==> config.mk <==
export PLATFORM = sky130hd
export DESIGN_NAME = present_cipher_core_hs
export DESIGN_NICKNAME = d
export VERILOG_FILES = /design/src/rtl/present_cipher_core_hs.sv
export SDC_FILE = /design/constraint.sdc
export NUM_CORES = 1
export LEC_CHECK = 0
export ABC_AREA = 1
export ABC_CLOCK_PERIOD_IN_PS = 2000
export BUFFER_PORTS_ARGS = -buffer_cell sky130_fd_sc_hd__buf_4
export CORE_ASPECT_RATIO = 1.1
export CORE_MARGIN = 2
export CORE_UTILIZATION = 30
export DETAILED_ROUTE_END_ITERATION = 16
export PLACE_DENSITY_LB_ADDON = 0.15
export SYNTH_ARGS = -nofsm -noshare
export SYNTH_HDL_FRONTEND = slang
export SYNTH_SLANG_ARGS = --single-unit
==> constraint.sdc <==
create_clock -name clk_i -period 2 [get_ports clk_i]
set_input_delay 0.1 -clock clk_i [delete_from_list [all_inputs] [get_ports clk_i]]
set_output_delay 0.1 -clock clk_i [all_outputs]
set_load 0.005 [all_outputs]
==> src/rtl/present_cipher_core_hs.sv <==
// Iterative PRESENT-64 encryption core with 80/128-bit master key register and
// valid/ready handshakes on plaintext input and ciphertext output.
module present_cipher_core_hs #(
  parameter int unsigned KEY_WIDTH = 80,
  parameter int unsigned ROUNDS    = 31
) (
  input  logic                 clk_i,
  input  logic                 rst_i,
  input  logic [KEY_WIDTH-1:0] key_i,
  input  logic                 key_load_i,
  input  logic [63:0]          data_i,
  input  logic                 data_valid_i,
  output logic                 data_ready_o,
  output logic [63:0]          data_o,
  output logic                 data_valid_o,
  input  logic                 data_ready_i,
  output logic                 busy_o
);

  if (KEY_WIDTH != 80 && KEY_WIDTH != 128) begin : gen_bad_key_width
    $error("present_cipher_core_hs: KEY_WIDTH must be 80 or 128");
  end
  if (ROUNDS < 1 || ROUNDS > 31) begin : gen_bad_rounds
    $error("present_cipher_core_hs: ROUNDS must be in 1..31");
  end

  localparam logic [4:0] LastRc = 5'(ROUNDS);

  typedef enum logic [1:0] {StIdle, StRun, StHold} st_e;

  st_e                  st_q, st_d;
  logic [63:0]          blk_q, blk_d;
  logic [KEY_WIDTH-1:0] wkey_q, wkey_d;
  logic [KEY_WIDTH-1:0] mkey_q, mkey_d;
  logic [4:0]           rc_q, rc_d;
  logic [63:0]          dout_q, dout_d;
  logic                 dvalid_q, dvalid_d;

  logic [KEY_WIDTH-1:0] key_rot, key_next;
  logic [63:0]          round_out, cipher;

  function automatic logic [3:0] sbox(input logic [3:0] x);
    logic [3:0] y;
    case (x)
      4'h0: y = 4'hC;
      4'h1: y = 4'h5;
      4'h2: y = 4'h6;
      4'h3: y = 4'hB;
      4'h4: y = 4'h9;
      4'h5: y = 4'h0;
      4'h6: y = 4'hA;
      4'h7: y = 4'hD;
      4'h8: y = 4'h3;
      4'h9: y = 4'hE;
      4'hA: y = 4'hF;
      4'hB: y = 4'h8;
      4'hC: y = 4'h4;
      4'hD: y = 4'h7;
      4'hE: y = 4'h1;
      default: y = 4'h2;
    endcase
    return y;
  endfunction

  function automatic logic [63:0] sbox_layer(input logic [63:0] x);
    logic [63:0] y;
    for (int j = 0; j < 16; j++) begin
      y[4*j +: 4] = sbox(x[4*j +: 4]);
    end
    return y;
  endfunction

  // Bit i moves to (16*i) mod 63; bit 63 is fixed.
  function automatic logic [63:0] p_layer(input logic [63:0] x);
    logic [63:0] y;
    y = '0;
    for (int i = 0; i < 63; i++) begin
      y[(16 * i) % 63] = x[i];
    end
    y[63] = x[63];
    return y;
  endfunction

  // Rotate left by 61.
  assign key_rot = {wkey_q[KEY_WIDTH-62:0], wkey_q[KEY_WIDTH-1:KEY_WIDTH-61]};

  if (KEY_WIDTH == 128) begin : gen_ks128
    always_comb begin
      key_next          = key_rot;
      key_next[127:124] = sbox(key_rot[127:124]);
      key_next[123:120] = sbox(key_rot[123:120]);
      key_next[66:62]   = key_rot[66:62] ^ rc_q;
    end
  end else begin : gen_ks80
    always_comb begin
      key_next        = key_rot;
      key_next[79:76] = sbox(key_rot[79:76]);
      key_next[19:15] = key_rot[19:15] ^ rc_q;
    end
  end

  assign round_out = p_layer(sbox_layer(blk_q ^ wkey_q[KEY_WIDTH-1 -: 64]));
  // Final whitening uses the key produced by the last schedule step.
  assign cipher    = round_out ^ key_next[KEY_WIDTH-1 -: 64];

  always_comb begin
    st_d     = st_q;
    blk_d    = blk_q;
    wkey_d   = wkey_q;
    mkey_d   = mkey_q;
    rc_d     = rc_q;
    dout_d   = dout_q;
    dvalid_d = dvalid_q;
    unique case (st_q)
      StIdle: begin
        if (key_load_i) begin
          mkey_d = key_i;
        end
        if (data_valid_i) begin
          st_d   = StRun;
          blk_d  = data_i;
          wkey_d = key_load_i ? key_i : mkey_q;
          rc_d   = 5'd1;
        end
      end
      StRun: begin
        blk_d  = round_out;
        wkey_d = key_next;
        rc_d   = rc_q + 5'd1;
        if (rc_q == LastRc) begin
          st_d     = StHold;
          dout_d   = cipher;
          dvalid_d = 1'b1;
        end
      end
      StHold: begin
        if (data_ready_i) begin
          st_d     = StIdle;
          dvalid_d = 1'b0;
        end
      end
      default: st_d = StIdle;
    endcase
  end

  always_ff @(posedge clk_i) begin
    if (rst_i) begin
      st_q     <= StIdle;
      blk_q    <= '0;
      wkey_q   <= '0;
      mkey_q   <= '0;
      rc_q     <= '0;
      dout_q   <= '0;
      dvalid_q <= 1'b0;
    end else begin
      st_q     <= st_d;
      blk_q    <= blk_d;
      wkey_q   <= wkey_d;
      mkey_q   <= mkey_d;
      rc_q     <= rc_d;
      dout_q   <= dout_d;
      dvalid_q <= dvalid_d;
    end
  end

  assign data_o       = dout_q;
  assign data_valid_o = dvalid_q;
  assign data_ready_o = (st_q == StIdle);
  assign busy_o       = (st_q != StIdle);

endmodule

# Word level (Yosys, flattened, before mapping)
# Memory sizes are Yosys's and may differ from the RTL's. A register that Yosys moved wholly into a read port is not among the register bits.
# Cells that the tools add are included.
# Widths: inputs -> output; s select.
[op_classes] addsub=1 mul=0 div_mod_pow=0 magnitude_cmp=0 n_eq_ne=6 n_shift=0 muxes=16 bitwise=3 n_reduce_logical=8
[ops] op="$mux 80" n=2
[ops] op="$pmux 80 s2" n=1
[ops] op="$pmux 64 s2" n=1
[ops] op="$xor 64x64->64" n=2
[ops] op="$mux 64" n=1
[ops] op="$pmux 5 s2" n=1
[ops] op="$mux 4" n=2
[ops] op="$mux 2" n=3
[ops] op="$ne 2x2->1 const B" n=3
[ops] op="$pmux 2 s3" n=1
[ops] op="$reduce_and 3->1" n=2
[ops] op="$reduce_bool 2->1" n=3
[ops] op="$add 5x1->5 const B" n=1
[ops] op="$eq 5x5->1 const B" n=1
[ops] op="$mux 5" n=1
[ops] op="$xor 5x5->5" n=1
[ops] op="$reduce_and 2->1" n=2
[ops] op="$eq 2x1->1 const B" n=1
[ops] op="$eq 2x2->1 const B" n=1
[ops] op="$logic_not 2->1" n=1
[ops] op="$mux 1" n=2
[ops] op="$pmux 1 s2" n=1
[word_totals] ff_bits=296 latch_bits=0 mem_bits_rw=0 romBits=1088 in_bits=149 out_inout_bits=67 wordCells=58 n_memories=17
[memory_table] name="(no name shown)" words=16 word_bits=4 read_ports=1 rd_ports_with_merged_regs=0 write_ports=0 line_no="44" rtl="case (x)"
[memory_table] name="(no name shown)" words=16 word_bits=4 read_ports=1 rd_ports_with_merged_regs=0 write_ports=0 line_no="44"
[memory_table] name="(no name shown)" words=16 word_bits=4 read_ports=1 rd_ports_with_merged_regs=0 write_ports=0 line_no="44"
[memory_table] name="(no name shown)" words=16 word_bits=4 read_ports=1 rd_ports_with_merged_regs=0 write_ports=0 line_no="44"
[memory_table] name="(no name shown)" words=16 word_bits=4 read_ports=1 rd_ports_with_merged_regs=0 write_ports=0 line_no="44"
[memory_table] name="(no name shown)" words=16 word_bits=4 read_ports=1 rd_ports_with_merged_regs=0 write_ports=0 line_no="44"
[memory_table] name="11 more memories"

# Logic depth before layout (Yosys ltp)
# Gate-level depths: netlist of run 1.
[logic_depth] word_depth=5 ltp_mapped=15 ltp_nobuf=13

# Least setup slack after synthesis of run 1
# OpenSTA, ideal clock, no wires.
[synth_timing] path_type="reg-to-reg" start="register wkey_q[28]" end="register dout_q[3], in the netlist data_o[3]" setup_time_ps=58 t_arrival_ps=1899 t_required_ps=1942 setup_slack_ps=43 stages_incl_launch_ff=10 path_buffers=0 period_less_slack_ps=1957 path_cell_list="dfxtp_1 -> xnor2_1 -> inv_1 -> ha_1 -> o21ai_0 -> ha_1 -> or2_2 -> nand3_1 -> o211ai_1 -> inv_1"
[synth_between] elab_chain_len=3
[synth_lines] item="from (decl)" line_no="33" rtl="logic [KEY_WIDTH-1:0] wkey_q, wkey_d;"
[synth_lines] item="from (signal assigned)" line_no="158" rtl="wkey_q <= wkey_d;"
[synth_lines] item="$xor 64x64->64" line_no="102" rtl="assign round_out = p_layer(sbox_layer(blk_q ^ wkey_q[KEY_WIDTH-1 -: 64]));"
[synth_lines] item="$mem_v2 16x4"
[synth_lines] item="$xor 64x64->64" line_no="104" rtl="assign cipher = round_out ^ key_next[KEY_WIDTH-1 -: 64];"
[synth_lines] item="to (signal assigned)" line_no="161" rtl="dout_q <= dout_d;"
[synth_lines] item="to (decl)" line_no="36" rtl="logic [63:0] dout_q, dout_d;"
# Every way passes these cells.
# A chain may end at the register's enable or synchronous reset.

# Worst setup path in the final report of run 1
[layout_timing] start="register rc_q[1]" end="register dout_q[26], in the netlist data_o[26]"
[layout_between] elab_chain_len=2
[layout_lines] item="from (decl)" line_no="35" rtl="logic [4:0] rc_q, rc_d;"
[layout_lines] item="from (signal assigned)" line_no="160" rtl="rc_q <= rc_d;"
[layout_lines] item="$eq 5x5->1" line_no="130" rtl="if (rc_q == LastRc) begin"
[layout_lines] item="$reduce_and 2->1 (no source line)"
# Every way passes these cells.

==> flow_summary.ini, run 1 <==
[cts]
clk_latency_ps = 580
htreeDepth = 2
clkTransAtPathRegs_ps = 50
clk_path_buf_depth = 3
cts_root_buffer = clkbuf_16
cts_tree = yes
cts_buffers = 38
cts.sinks = 300

[route]
routed_wl_mm = 73.6
vias = 18400
wl_per_cell_um = 19.5
dr.first_iter.drc_count = 1334
ant_nets = 0
drc = 0
via_per_inst = 4.88
first_pass_iters = 6

[global_routing]
grt_usage_pct = 23.9
grt-ovfl-total = 0
grt_max_degree = 138
grt_pass1_wl_mm = 107
grt_pass1_vias = 17600
antenna_found_initial = 1

[synth]
syn_area_mm2 = 0.0175
async_flop_share_pct = 0
synth_edf_count = 0
syn_avg_cell_area_um2 = 6.91
synth_area_leader_cell = dfxtp_1
synthCells = 2526
synth_seq_cells = 300
synth_flop_cell = dfxtp_1
yosysSeqAreaShare_pct = 34.4
yosys.cell_types.count = 36
synth_commonest_cells = nand2_1 (675), dfxtp_1 (300), inv_1 (239), a21oi_1 (222), nand3_1 (219)
synth_top_area_share_pct = 34.4
yosysWarningCount = 0
synth_nets = 2762
synth.most_common_cell = nand2_1
synth_area_leaders = dfxtp_1 (34%), nand2_1 (15%), a21oi_1 (6.4%)

[floorplanning]
start_util_pct = 30.4
core-area_mm2 = 0.0574
dieArea_mm2 = 0.0601
num_io_pins = 216
dieWidth_um = 234
dieHeight_um = 257
rows = 92

[critical_path]
slowest_delay_ps = 330
cp_slowest_cell = dfxtp_1
arrival_ps = 2380
timing_worst_setup_path_type = reg -> reg
crit_path_frequent_cell = inv_1
crit_path_start_kind = flop
worstPathRequired_ps = 2460
endpoint_kind = flop
cp_cell_sequence = ha_1 -> inv_1 -> nor3_4 -> ha_4 -> nand2_4 -> inv_6 -> buf_12 -> buf_4 -> nand3_1 -> nand2_1 -> inv_1
crit_fanout = 15
worst-path-buf-inv = 5
critPathTopFamily = buffers and inverters

[pwr]
switching_power_mw = 7.25
power_frac_comb_pct = 31.9
ir_drop_mv = 0.717
p_clk_share_pct = 33.8
p_leak_nw = 11.7
p_seq_share_pct = 34.3
internal_power_mw = 13.1
p_per_area_mw_per_mm2 = 847
swShare_pct = 35.5
totalPowerFinal_mw = 20.4

[sta]
tightestPinTransition_ps = 683
timing.fmax_ghz = 0.522
fin_tns_setup_ps = 0
min_period_ps = 1910
rsz0062_at_grt = true
drv_slew = 0
setup_viol_count_final = 0
finalHoldViolCount = 0
finClkSkew_ps = 25.6
maxSlewHeadroom_pct = 54.0
fin_crit_sh_pct = 95.7
layout_setup_ws_ps = 85.2

[final_layout]
nets = 3235
final_core_util_pct = 41.9
diodes = 0
drive_gt1_share_pct = 18.5
syn_to_final_growth_pct = 37.9

[placement]
hpwl_mm = 55.2
io_buffer_count = 215
routabilityCongestion = 0.917
dp_slack_ps = -129

[flow_run]
maxCapViolCount = 0

[min_path]
hold_path.class = in -> reg

[outcome]
status = complete, no violations
cells by family (layout without fill, tap and decap cells):
group	after synthesis	after routing	synth area share [%]
DFF	300	300	34.4
muxes	75	75	4.30
xor gates and xnor gates	54	54	2.71
AOI/OAI and AO/OA	643	643	19.6
and+or+nand+nor	987	987	23.7
buffers and inverters	380	876	9.13
adders and majority gates	87	87	6.24
flip-flops by register name, summed over array words and instances (netlist names):
| register | flops |
|---|---|
| mkey_q | 80 |
| wkey_q | 80 |
| blk_q | 64 |
| data_o | 64 |
| rc_q | 5 |
| key_next | 4 |
| st_q | 2 |
| data_valid_o | 1 |
final cells by class:
type                    count  area [um^2]
well taps                 752          941
inverters                 245          935
clock inverters            14          170
multi-input cells        1846         9990
repair buffers            568         4950
clock buffers              49         1040
fillers                  5933        33400
flip-flops and latches    300         6030
cell usage in the layout (no fill, tap or decap), types with 3 or more instances in the layout:
master / Yosys / final
mux2i_1: 75 / 75
xnor2_2: 0 / 9
nand3b_1: 10 / 10
buf_12: 0 / 17
inv_6: 0 / 4
inv_1: 239 / 238
nand3_1: 219 / 219
o21ai_1: 126 / 135
clkbuf_1: 48 / 6
inv_2: 5 / 4
nand2_1: 675 / 673
o21ai_0: 218 / 208
a21oi_1: 222 / 222
buf_4: 10 / 393
a211oi_1: 18 / 18
a31oi_1: 3 / 3
clkinv_2: 0 / 6
ha_1: 87 / 84
clkbuf_8: 0 / 5
dfxtp_1: 300 / 280
xor2_1: 24 / 23
clkbuf_16: 0 / 41
o21a_1: 49 / 49
or2_2: 33 / 33
dfxtp_2: 0 / 19
dlygate4sd3_1: 0 / 151
nor2_1: 43 / 42
xnor2_1: 30 / 21
power by group through the flow:
stage	Clock, mW	Sequential [mW]	Combinational, mW
floorplan	0	6.89	3.66
global placement	0	7.08	6.05
detailed placement	0	7.09	6.11
CTS	7.07	6.97	6.38
global route	7.29	7.04	7.26
finish	6.90	6.99	6.51
final timing paths:
path,start,to,slack (ps),cells past startpoint
worst min register to register,mkey_q[15],mkey_q[15],480,2
worst max register to register,rc_q[1],data_o[26],90,11
worst max-delay path,rc_q[1],data_o[26],90,11
worst min-delay path,data_i[57],blk_q[57],60,3
layer usage:
metal	GRT usage, %	share of wire [%]
met5	0	0
met4	8.39	3.5
met3	2.86	4.4
met2	42.9	51
met1	29.1	41
repair_timing:
item | CTS | global route
gates resized for setup | 3 | 53
gates cloned | 0 | 3
endpoints found under the hold margin | 167 | 0
hold buffers | 151 | 0
setup endpoints to repair | 58 | 82
pin swaps | 0 | 9
setup buffers | 0 | 3
worst min-delay path, stage by stage:
cell and delay, ps:
buf_4 80, o21ai_0 200, a21oi_1 190
metrics by stage:
stage	hold slack [ps]	cell area, um^2	cells
floorplan	274	17500	2526
global placement	380	21100	3554
detailed placement	398	21100	3554
CTS	1.97	23800	3768
global route	18.3	24100	3774
finish	57.9	24100	3774
(Power assumes the default switching activity.)
==> run 2: changes to the inputs <==
CORE_MARGIN = default   (was 2)
RECOVER_POWER = 100   (was default)
SETUP_SLACK_MARGIN = 0.05   (was default)
==> run 2 against run 1 <==
  * The flow now finishes with violations (negative hold slack)
  * Total power grew 2.0%
  * Clock skew shrank 4.6 ps
  * Non-clock buffer count shrank 31
  * Routed wire length down 2.1%
  * Die area fell by 1.6%
  * Sequential power about the same
  * Register-to-register slack about the same
  * Maximum frequency about the same
  * Via count decreased by 0.99%
  * Final cell count down 0.66%
  * Count of clock-buffer cells in the layout grew 9
  * Critical endpoint is now data_o[2]
==> flow_summary.ini, run 2 (synthesized netlist as in run 1, its figures left out) <==
[sta]
setup_viol_count_final = 0
timing.fmax_ghz = 0.522
finalHoldWorstSlack_ps = -0.303
tightestPinTransition_ps = 702
rsz0062_at_grt = true
fin_crit_sh_pct = 95.7
finClkSkew_ps = 20.9
maxSlewHeadroom_pct = 53.2
finalHoldViolCount = 1
drv_slew = 0
min_period_ps = 1910

[min_path]
hold_start = data_i[49]
hold_path.class = in -> reg

[flow_run]
maxCapViolCount = 0

[route]
vias = 18200
ant_nets = 0
first_pass_iters = 7
routed_wl_mm = 72.1
dr.first_iter.drc_count = 1291
wl_per_cell_um = 19.2
via_per_inst = 4.86
drc = 0

[critical_path]
startpoint = blk_q[8]
timing_worst_setup_path_type = reg -> reg
arrival_ps = 2370
endpoint_kind = flop
crit_fanout = 3
worstPathRequired_ps = 2460
crit_path_start_kind = flop
regToRegStartpoint = blk_q[8]

[floorplanning]
dieArea_mm2 = 0.0592
dieWidth_um = 232
dieHeight_um = 255
start_util_pct = 30.4
core-area_mm2 = 0.0574
num_io_pins = 216
rows = 92

[final_layout]
final_common_cell = nand2_1
syn_to_final_growth_pct = 36.4
nets = 3205
fin_cells = 3749
largest_registers = mkey_q (80), wkey_q (80)
drive_gt1_share_pct = 17.4
multi_input_comb_area_mm2 = 0.0101
layout_common_cells = nand2_1 (670), buf_4 (289), dfxtp_1 (283)
num-fill-cells = 5916
ff_latch_area_mm2 = 0.00603

[cts]
cts.sinks = 300
htreeDepth = 2
clkTransAtPathRegs_ps = 60
clk_latency_ps = 580
cts_root_buffer = clkbuf_16
cts_buffers = 39
clk_path_buf_depth = 3
cts_tree = yes

[outcome]
violations = negative hold slack
status = finished with violations

[global_routing]
grt_pass1_wl_mm = 105
grt_usage_pct = 24.0
grt_max_degree = 100
grt_pass1_vias = 17200
antenna_found_initial = 1
grt-ovfl-total = 0

[placement]
hpwl_mm = 54.6
io_buffer_count = 215
place_inst = 3526
routabilityCongestion = 0.952

[pwr]
p_per_area_mw_per_mm2 = 874
p_leak_nw = 11.4
ir_drop_mv = 0.546
## run 2: cell types whose count changed in the layout (fill, tap and decap cells not counted), moves of 6 or more
cell      delta
buf_4      -104
o21ai_1     -59
o21ai_0     +57
clkbuf_4    +55
clkbuf_1    +20
clkbuf_8     +8
clkbuf_2     +7
buf_12       -6
ha_1         -6
ha_4         +6
## run 2: area by class of cell
cell class,instances,area share (%)
Timing Repair Buffer,537,18.9
Inverter,245,3.91
Clock inverter,10,0.589
Clock buffer,58,5.03
Sequential cell,300,25.3
Multi-Input combinational cell,1846,42.3
Antenna cell,1,0.0105
Tap cell,752,3.95
## run 2: path summary, 6_finish.rpt
check                           cells after the start  slack (ps)           end
worst max-delay path                                8          90     data_o[2]
worst min-delay path                                3        -0.3     blk_q[49]
worst max register to register                      8          90     data_o[2]
worst min register to register                      2         480  data_valid_o
## run 2: metrics by stage
step,setup slack (ps),total power [mW],TNS [ps],area (um^2),utilization (%)
global route,6.97,21.9,0,23800,41.5
CTS,51.2,20.8,0,23700,41.2
finish,85.1,20.8,0,23800,41.5
global placement,-54.9,12.9,-90.3,20800,36.2
detailed placement,-37.1,13.0,-62.2,20800,36.2
floorplan,114,10.5,0,17500,-
## run 2: routing by layer
layer,vias up,part of all wire (%),GRT usage (%)
met5,-,0,0
met4,0,3.7,8.98
met3,99,4.0,2.74
met2,432,50,43.3
met1,8519,42,29.0
li1,9181,-,-
## run 2: where the power goes
| part | internal, mW | switching, mW |
|---|---|---|
| clock | 4.52 | 2.91 |
| sequential | 6.47 | 0.505 |
| combinational | 2.55 | 3.85 |
| total | 13.5 | 7.26 |
## run 2: critical path, cell delays in order (launching register included)
cell and delay (ps):
dfxtp_1 330, xnor2_2 200, inv_1 110, ha_1 320
o21ai_0 180, ha_1 290, xnor2_1 170, o21bai_1 130
inv_1 50
## run 2: repair_timing
| action | in CTS | in global routing |
|---|---|---|
| pin swaps | 1 | 32 |
| cloned | 0 | 0 |
| hold buffers | 149 | 0 |
| buffers inserted | 0 | 5 |
| endpoints found under the hold margin | 160 | 0 |
| endpoints found under the setup margin | 14 | 69 |
| gates resized for setup | 15 | 69 |
==> run 3: changes to the inputs <==
CORE_ASPECT_RATIO = default   (was 1.1)
==> run 3 against run 2 <==
  * The run now ends clean
  * Die area barely moved
  * Count of clock-buffer cells in the layout fell by 2
  * First-iteration DRC count decreased by 3.3%
  * Hold slack improved by 7.0 ps
  * Critical path type unchanged
  * Critical endpoint is now blk_q[55]
  * Largest cell class unchanged
==> flow_summary.ini, run 3 (synthesized netlist as in run 1, its figures left out) <==
[sta]
timing.fmax_ghz = 0.518
maxSlewHeadroom_pct = 47.9
finClkSkew_ps = 16.4
layout_setup_ws_ps = 68.1
tightestPinTransition_ps = 782
finalHoldViolCount = 0
drv_slew = 0
rsz0062_at_grt = true
min_period_ps = 1930
fin_crit_sh_pct = 96.6
setup_viol_count_final = 0

[floorplanning]
dieArea_mm2 = 0.0592
num_io_pins = 216
rows = 88
dieHeight_um = 243
dieWidth_um = 243
start_util_pct = 30.3
core-area_mm2 = 0.0576

[route]
vias = 18400
wl_per_cell_um = 19.0
ant_nets = 0
routed_wl_mm = 71.9
first_pass_iters = 7
drc = 0
dr.first_iter.drc_count = 1249
via_per_inst = 4.86

[cts]
clk_latency_ps = 570
cts.sinks = 300
clk_path_buf_depth = 3
cts_buffers = 40
clkTransAtPathRegs_ps = 60
htreeDepth = 2
cts_tree = yes
cts_root_buffer = clkbuf_16

[critical_path]
cp_cell_sequence = inv_2 -> nor2_4 -> buf_4 -> buf_12 -> nand3_1 -> o21ai_0 -> a21oi_1
endpoint_kind = flop
cp_slowest_cell = dfxtp_4
critPathTopFamily = buffers and inverters
worst-path-buf-inv = 3
regToRegEndpoint = blk_q[55]
arrival_ps = 2370
rrSetupSlack_ps = 70
crit_fanout = 53
rr_worst_depth = 7
regToRegStartpoint = st_q[0]
timing_worst_setup_path_type = reg -> reg
slowest_delay_ps = 430
crit_path_start_kind = flop
worstPathRequired_ps = 2440

[final_layout]
fin_cells = 3780
final_common_cell = nand2_1
drive_gt1_share_pct = 18.8
nets = 3220
largest_registers = mkey_q (80), wkey_q (80)
layout_common_cells = nand2_1 (673), buf_4 (303), dfxtp_1 (280)
syn_to_final_growth_pct = 38.7
diodes = 0

[global_routing]
antenna_found_initial = 1
grt_max_degree = 79
grt-ovfl-total = 0
grt_pass1_vias = 17500
grt_usage_pct = 24.0
grt_pass1_wl_mm = 107

[outcome]
status = complete, no violations

[pwr]
p_leak_nw = 11.6
ir_drop_mv = 0.599
p_per_area_mw_per_mm2 = 880

[placement]
dp_slack_ps = -95.6
hpwl_mm = 54.3
io_buffer_count = 215
routabilityCongestion = 0.921
place_inst = 3553

[min_path]
hold_start = key_load_i
holdPathStages = 4
min_to = mkey_q[18]
hold_path.class = in -> reg

[flow_run]
maxCapViolCount = 0
run 3: timing repair:
item,4_1_cts,5_1_grt
gates cloned,1,0
endpoints found under the setup margin,50,83
hold buffers,150,0
pin swaps,6,22
endpoints found under the hold margin,172,0
gates resized for setup,23,81
buffers inserted,0,3
run 3: layer usage:
layer  GRT usage [%]  vias up  wire length, um
met5               0        -                0
met4            8.73        0             2590
met3            2.72       94             3140
met2            42.0      456            35300
met1            30.1     8549            30900
li1                -     9255                -
run 3: worst register-to-register path: stages, from the launching register on:
cell and delay [ps]:
dfxtp_4 430, inv_2 80, nor2_4 170, buf_4 160, buf_12 260, nand3_1 360
o21ai_0 230, a21oi_1 110
run 3: how the worst max path moves through the flow:
stage,cells after the start,slack (ps),endpoint,start
global placement,7,-120,wkey_q[64],st_q[1]
finish,7,70,blk_q[55],st_q[0]
floorplan,9,110,data_o[3],wkey_q[28]
detailed placement,6,-100,wkey_q[64],st_q[0]
CTS,11,50,blk_q[12],wkey_q[64]
global route,8,8,blk_q[15],wkey_q[76]
run 3: stage by stage:
stage / TNS [ps] / total power [mW] / hold WS (ps) / util (%) / cell area [um^2]
4_1_cts: 0 / 21.2 / 4.53 / 41.6 / 24000
5_1_grt: 0 / 22.5 / 34.1 / 42.1 / 24200
3_5_place_dp: -372 / 13.2 / 402 / 36.4 / 21000
3_3_place_gp: -339 / 13.1 / 393 / 36.4 / 21000
6_report: 0 / 21.3 / 6.71 / 42.1 / 24200
2_1_floorplan: 0 / 10.5 / 274 / - / 17500
run 3: area by class of cell:
type	count	area (um^2)
repair buffers	551	4740
flip-flops and latches	300	6040
inverters	245	942
clock buffers	56	1160
clock inverters	17	221
well taps	765	957
fillers	5861	33400
multi-input cells	1846	10200
run 3: power by group:
group / switching (mW) / internal (mW) / leakage, nW
logic: 3.94 / 2.78 / 8.42
registers: 0.515 / 6.47 / 2.48
clock network: 3.00 / 4.60 / 0.686
total: 7.46 / 13.9 / 11.6
